[src/rtl/warp_fetch_queue.sv]
// Instruction fetch queue between fetch and decode.
// A circular buffer that accepts up to two instructions per cycle and presents the two oldest.
module warp_fetch_queue #(
    parameter int DEPTH = 8
) (
    input  logic                     i_clk,
    input  logic                     i_rst,
    input  logic                     i_flush,
    input  logic                     i_input_valid,
    output logic                     o_input_ready,
    input  logic [31:0]              i_inst0,
    input  logic [31:0]              i_inst1,
    input  logic [1:0]               i_compressed,
    input  logic                     i_count,
    output logic                     o_output_valid,
    input  logic                     i_output_ready,
    output logic [31:0]              o_inst0,
    output logic [31:0]              o_inst1,
    output logic [1:0]               o_compressed,
    output logic                     o_count,
    output logic [$clog2(DEPTH):0]   o_occupancy
);

    localparam int AW = $clog2(DEPTH);
    localparam int OW = AW + 1;

    localparam logic [OW-1:0] OCC_ONE   = OW'(1);
    localparam logic [OW-1:0] OCC_TWO   = OW'(2);
    localparam logic [OW-1:0] READY_MAX = OW'(DEPTH - 2);
    localparam logic [AW-1:0] PTR_ONE   = AW'(1);
    localparam logic [AW-1:0] PTR_TWO   = AW'(2);

    logic [31:0]      mem_inst [DEPTH];
    logic [DEPTH-1:0] mem_rvc;

    logic [AW-1:0] rd_ptr;
    logic [AW-1:0] wr_ptr;
    logic [OW-1:0] occ;

    logic [AW-1:0] rd_ptr_p1;
    logic [AW-1:0] wr_ptr_p1;
    logic          enq_fire;
    logic          deq_fire;
    logic [OW-1:0] enq_n;
    logic [OW-1:0] deq_n;

    // Handshakes: a transfer happens on a rising edge where valid && ready are both high.
    // Ready and valid are decoded from registered occupancy only, so neither side sees a
    // combinational path from the other; a bundle is visible on the outputs one cycle
    // after it is accepted at the earliest.
    always_comb begin
        o_input_ready  = (occ <= READY_MAX);
        o_output_valid = (occ >= OCC_ONE);
        o_count        = (occ >= OCC_TWO);
        o_occupancy    = occ;

        rd_ptr_p1 = rd_ptr + PTR_ONE;
        wr_ptr_p1 = wr_ptr + PTR_ONE;

        enq_fire = i_input_valid && o_input_ready;
        deq_fire = o_output_valid && i_output_ready;

        enq_n = '0;
        if (enq_fire) begin
            enq_n = i_count ? OCC_TWO : OCC_ONE;
        end
        deq_n = '0;
        if (deq_fire) begin
            deq_n = o_count ? OCC_TWO : OCC_ONE;
        end
    end

    // Storage is never reset; occupancy alone decides which entries are meaningful.
    always_ff @(posedge i_clk) begin
        if (enq_fire && !i_rst && !i_flush) begin
            mem_inst[wr_ptr] <= i_inst0;
            mem_rvc[wr_ptr]  <= i_compressed[0];
            if (i_count) begin
                mem_inst[wr_ptr_p1] <= i_inst1;
                mem_rvc[wr_ptr_p1]  <= i_compressed[1];
            end
        end
    end

    // Reset outranks flush, and flush outranks any same-cycle enqueue or dequeue.
    always_ff @(posedge i_clk) begin
        if (i_rst || i_flush) begin
            rd_ptr <= '0;
            wr_ptr <= '0;
            occ    <= '0;
        end else begin
            if (enq_fire) begin
                wr_ptr <= wr_ptr + (i_count ? PTR_TWO : PTR_ONE);
            end
            if (deq_fire) begin
                rd_ptr <= rd_ptr + (o_count ? PTR_TWO : PTR_ONE);
            end
            occ <= occ + enq_n - deq_n;
        end
    end

    // Lanes beyond the current occupancy are forced to zero.
    always_comb begin
        o_inst0      = o_output_valid ? mem_inst[rd_ptr] : 32'd0;
        o_inst1      = o_count ? mem_inst[rd_ptr_p1] : 32'd0;
        o_compressed = {o_count & mem_rvc[rd_ptr_p1], o_output_valid & mem_rvc[rd_ptr]};
    end

endmodule

[config.mk]
export PLATFORM = sky130hd
export DESIGN_NAME = warp_fetch_queue
export DESIGN_NICKNAME = d
export VERILOG_FILES = /design/src/rtl/warp_fetch_queue.sv
export SDC_FILE = /design/constraint.sdc
export NUM_CORES = 1
export LEC_CHECK = 0
export CAP_MARGIN = 5
export CORE_MARGIN = 3
export CORE_UTILIZATION = 35
export DETAILED_ROUTE_END_ITERATION = 7
export PLACE_DENSITY_LB_ADDON = 0.25
export SLEW_MARGIN = 25
export SYNTH_ARGS = -nofsm -noshare
export SYNTH_HDL_FRONTEND = slang
export SYNTH_SLANG_ARGS = --single-unit
[constraint.sdc]
create_clock -name i_clk -period 4.5 [get_ports i_clk]
set_input_delay 0.9 -clock i_clk [delete_from_list [all_inputs] [get_ports i_clk]]
set_output_delay 0.9 -clock i_clk [all_outputs]
set_load 0.02 [all_outputs]
# Yosys cells after proc, flatten, opt, wreduce, memory -nomap -nowiden
# Memory sizes are Yosys's and may differ from the RTL's. A register that Yosys moved wholly into a read port is not among the register bits.
# Cells that the tools add are included.
# op_classes
n_lt_le_gt_ge,9
bitwise_logic,2
n_reduce_logical,9
addsub,6
n_mux,26
# op_table
op,count
32-bit two-way mux,2
8-bit bitwise mux,2
"3-bit by 4-bit < comparator with 1-bit output, second input constant",4
2-bit two-way mux,6
1-bit two-way mux,9
8-bit two-way mux,1
"3-bit by 1-bit adder with 3-bit output, second input constant",2
3-bit by 2-bit adder with 3-bit output,2
1-bit binary-select mux with 3-bit select,2
1-bit demux with 3-bit select,2
"3-bit by 1-bit greater-or-equal comparator with 1-bit output, second input constant",2
1-bit logical AND,6
3-bit two-way mux,2
4-bit adder,1
"4-bit by 1-bit greater-or-equal comparator with 1-bit output, second input constant",1
"4-bit by 2-bit greater-or-equal comparator with 1-bit output, second input constant",1
"4-bit by 3-bit <= comparator with 1-bit output, second input constant",1
4-bit subtractor,1
1-bit AND,2
1-bit zero test,2
1-bit logical OR,1
# totals
inputBits,72
regBits,18
output_inout_bits,73
elab_cells,57
n_memories,1
mem_bits_rw,256
# memory_table
memory,words,width,read_ports,rd_clocked_by_memory_dff,wr,line_no,source
mem_inst,8,32,2,1,2,33,logic [31:0] mem_inst [DEPTH];

# Depth between registers and ports, before layout
# logic_depth
word_depth,7
mapped_depth,14
mapped_depth_nobuf,13

# Worst setup path after synthesis
# No wires, ideal clock.
# synth_path
path_type,input to register
startpoint,input i_rst
endpoint,"memory mem_inst[5][0], enable pin"
setup_time_ns,0.432
path_slack_ns,1.059
stages,4
arrival_ns,3.009
t_required_ns,4.068
path_buffers,1
cell_sequence,nor2_1 -> nand4_1 -> buf_2 -> a21oi_1
# synth_lines
element,line_no,source
start: declaration,7,"input logic i_rst,"
end: declaration,33,

# Worst setup path in the final report
# layout_path
startpoint,register rd_ptr[1]
endpoint,output o_inst1[16]
# layout_between
elab_chain_len,3
# layout_lines
element,line_no,source
start: declaration,36,logic [AW-1:0] rd_ptr;
start signal: assignment,96,rd_ptr <= rd_ptr + (o_count ? PTR_TWO : PTR_ONE);
3-bit by 1-bit adder with 3-bit output,57,rd_ptr_p1 = rd_ptr + PTR_ONE;
memory read 8 x 32 bit,n/a,
32-bit two-way mux,105,o_inst1 = o_count ? mem_inst[rd_ptr_p1] : 32'd0;
end: declaration,18,"output logic [31:0] o_inst1,"
# Every way passes these cells.

==> results by group <==
Worst hold path
  – Worst min path class: flip-flop to flip-flop
  – Min-delay src: rd_ptr[1]$_SDFFE_PP0N_

Logic synthesis
  – Synth Area in Adders: 1.339%
  – Synth Area in Compound Gates: 1.962%
  – Top post-synthesis cells by area: edfxtp_1 (49%), mux4_2 (18%), mux2_2 (16%), mux2i_1 (2.6%), nand2_1 (1.8%)
  – Register area share after synthesis: 50.35%
  – Largest family of logic cells by synthesized area: multiplexers
  – Synth Instances: 1053
  – Distinct cell type count after synthesis: 40
  – Top FF cell, synth: edfxtp_1
  – Cell taking the most area after synthesis: edfxtp_1
  – Yosys warns: 0
  – Syn avg cell area: 15.44 sq um
  – Mux cell area share after synthesis: 38.59%
  – XOR/XNOR Fraction of Synth Area: 0.4770%
  – Post-Syn Nets: 1140
  – Mapped cell area: 16260 sq um
  – Post-synth EDFFs: 264
  – Area share of the largest cell type after synthesis: 48.75%
  – Simple-gate share of the synthesized area: 4.332%
  – FFs w/ async S/R, synth: 0%
  – Yosys reg bits: 277

Cells and area
  – Multi-input logic area: 7749 sq um
  – Filler instances: 4166
  – Layout cell share with drive strength beyond 1: 39.88%
  – Storage element area: 8200 sq um
  – Final #Nets: 1278
  – # diodes: 0
  – Core Util, Final: 43.12%
  – Area Overhead vs Synth: 21.11%

Placement
  – Post-place setup slack: 0.8835 ns
  – Final HPWL DP: 29.63 mm
  – I/O Buffers: 144
  – Routability cong.: 0.7530

Routing
  – ANT nets after route: 0
  – DR iter-0 viols: 809
  – Drt drc: 0
  – Vias post-DR: 10250
  – DRT Pass-1 Iters: 5
  – DR vias/cell: 5.644
  – Total Wirelength: 48.86 mm
  – DR WL/cell: 26.90 um

GRT
  – Largest net degree at the start of global routing: 44
  – Vias in the first global route: 10750
  – First-pass GRT wire length: 73.13 mm
  – Initial antenna violation count: 3
  – Gr ovfl total: 0
  – Gr usage total: 19.78%

STA
  – Setup TNS: 0 ns
  – Final setup viols: 0
  – Hold Vio Cnt, Final: 0
  – Slew Viols, Final: 0
  – Max transition margin: 40.38%
  – Final Cycle Share: 89.15%
  – Final min period: 4.012 ns
  – Worst-Margin Slew: 0.8944 ns
  – Unrepaired setup endpoints after global routing: no
  – Fin worst setup slack: 0.4885 ns
  – Clock skew: 0.02012 ns
  – Fmax: 0.2493 GHz

Setup path
  – Worst Path Required: 3.60 ns
  – Critical Path Max Stage Delay: 0.68 ns
  – Crit. End Element: output port
  – Critical path, cell by cell: ha_4 > buf_4 > mux4_2 > nand2_1 > a21oi_1 > clkdlybuf4s50_1
  – Launch point of the worst path: rd_ptr[1]$_SDFFE_PP0N_
  – Nature of the critical path startpoint: flip-flop
  – Critical Path Slowest Stage Cell: clkdlybuf4s50_1
  – Worst Path Max Fanout: 28
  – R2r startpoint: o_occupancy[2]$_SDFF_PP0_
  – Worst Path Arrival: 3.11 ns
  – Crit Path Class: flip-flop to output port

Outcome
  – Status: complete, no violations

CTS
  – Hold buffer count at cts: 0
  – H-Tree Depth: 2
  – Root Buffer: clkbuf_16
  – Clk Latency, worst-skew pair: 0.52 ns
  – Clock Path Buffers: 3
  – Setup repair bufs after CTS: 0
  – TritonCTS Sinks: 277
  – Post-CTS resize count: 0
  – CTS Buf Count: 34
  – CTS tree: built
  – Clk slew on worst S/H paths: 0.05 ns

Pwr
  – Peak supply drop: 0.3446 mV
  – Leakage: 6.191 nW
  – PD cells: 441.7 nW/um^2

Floorplanning
  – Initial Utilization: 35.60%
  – Top Ports: 145
  – Die height: 221.6 um
  – Core Area: 45670 sq um
  – Die Area: 49080 sq um
  – Die span in x: 221.6 um
  – Rows: 78

Job
  – Max-Cap Viols: 0
-- report_power, final --
group	internal, W	switching [W]	leakage (nW)
clock network	0.00156	0.00108	0.521
registers	0.00289	0.0000732	2.49
logic	0.00141	0.00169	3.18
-- worst max-delay path: cells and delay by family (launching register included) --
| kind | cells | cell delay (ns) |
|---|---|---|
| flops | 1 | 0.37 |
| buf+inv | 2 | 1.17 |
| simple gates | 1 | 0.06 |
| fa+ha+maj | 1 | 0.34 |
| mux | 1 | 0.34 |
| compound gates | 1 | 0.30 |
-- cell type report --
cell class                 instances  area share [%]
clock inverter                    12          0.4320
sequential                       277           41.64
tap                              600           3.812
timing repair buffer             183           9.504
inverter                          18          0.3431
clock buffer                      49           4.930
multi-input combinational        677           39.34
-- per-stage QoR --
step                power (W)  std cells  area [sq um]  hold WS (ns)
floorplan            0.004737       1053         16260        0.5488
global placement     0.006128       1755         18630        0.6142
detailed placement   0.006134       1755         18630        0.6214
CTS                  0.008799       1816         19680        0.6337
global route         0.009081       1816         19700        0.6598
finish               0.008700       1816         19700        0.6345
-- final timing paths --
kind	endpoint	slack, ns	cells after the start
setup / recovery	o_inst1[16]	0.49	6
hold / removal	flip-flop	0.63	2
setup reg to reg	o_occupancy[3]$_SDFF_PP0_	1.12	13
hold reg to reg	flip-flop	0.63	2
-- placed cells by master (no fill, tap or decap), drive strengths merged --
cell / instances
a211oi: 2
a21bo: 1
a21boi: 1
a21o: 1
a21oi: 47
a311oi: 1
and2: 3
and3: 3
buf: 39
bufinv: 1
clkbuf: 49
clkdlybuf4s50: 144
clkinv: 10
dfxtp: 13
edfxtp: 264
fa: 4
ha: 11
inv: 19
mux2: 256
mux2i: 42
mux4: 132
nand2: 79
nand2b: 1
nand3: 6
nand3b: 2
nand4: 3
nor2: 56
nor2b: 1
nor3: 7
nor4b: 1
o21ai: 7
or2: 1
or3: 1
xnor2: 5
xor2: 3
-- state kept, by name, summed over array words and instances, names as in the netlist, named ones only --
register	count
wr_ptr	3
mem_inst	256
rd_ptr	3
mem_rvc	8
o_occupancy	4
-- logic make-up (layout without fill, tap and decap cells) --
| kind of cell | after synthesis | after routing |
|---|---|---|
| buf+inv | 99 | 262 |
| xor+xnor | 8 | 8 |
| fa+ha+maj | 15 | 15 |
| mux | 430 | 430 |
| compound gates | 60 | 60 |
| flops | 277 | 277 |
| simple gates | 164 | 164 |
-- routing by layer --
metal  track usage (%)  part of all wire, %  vias up
met5                 0                0.068        -
met4             3.674                  1.3        6
met3             4.091                  7.2       51
met2             32.16                   48      370
met1             27.86                   44     5338
li1                  -                    -     4485
-- synth_stat cells, types with 10 or more instances --
library cell / n
mux2i_1: 42
buf_2: 38
buf_4: 10
mux4_2: 132
nor2_1: 53
edfxtp_1: 264
mux2_2: 238
mux2_1: 18
ha_1: 11
dfxtp_1: 13
inv_1: 18
clkbuf_1: 23
nand2_1: 79
a21oi_1: 47
Note: power is estimated with default switching activity, not from simulation.
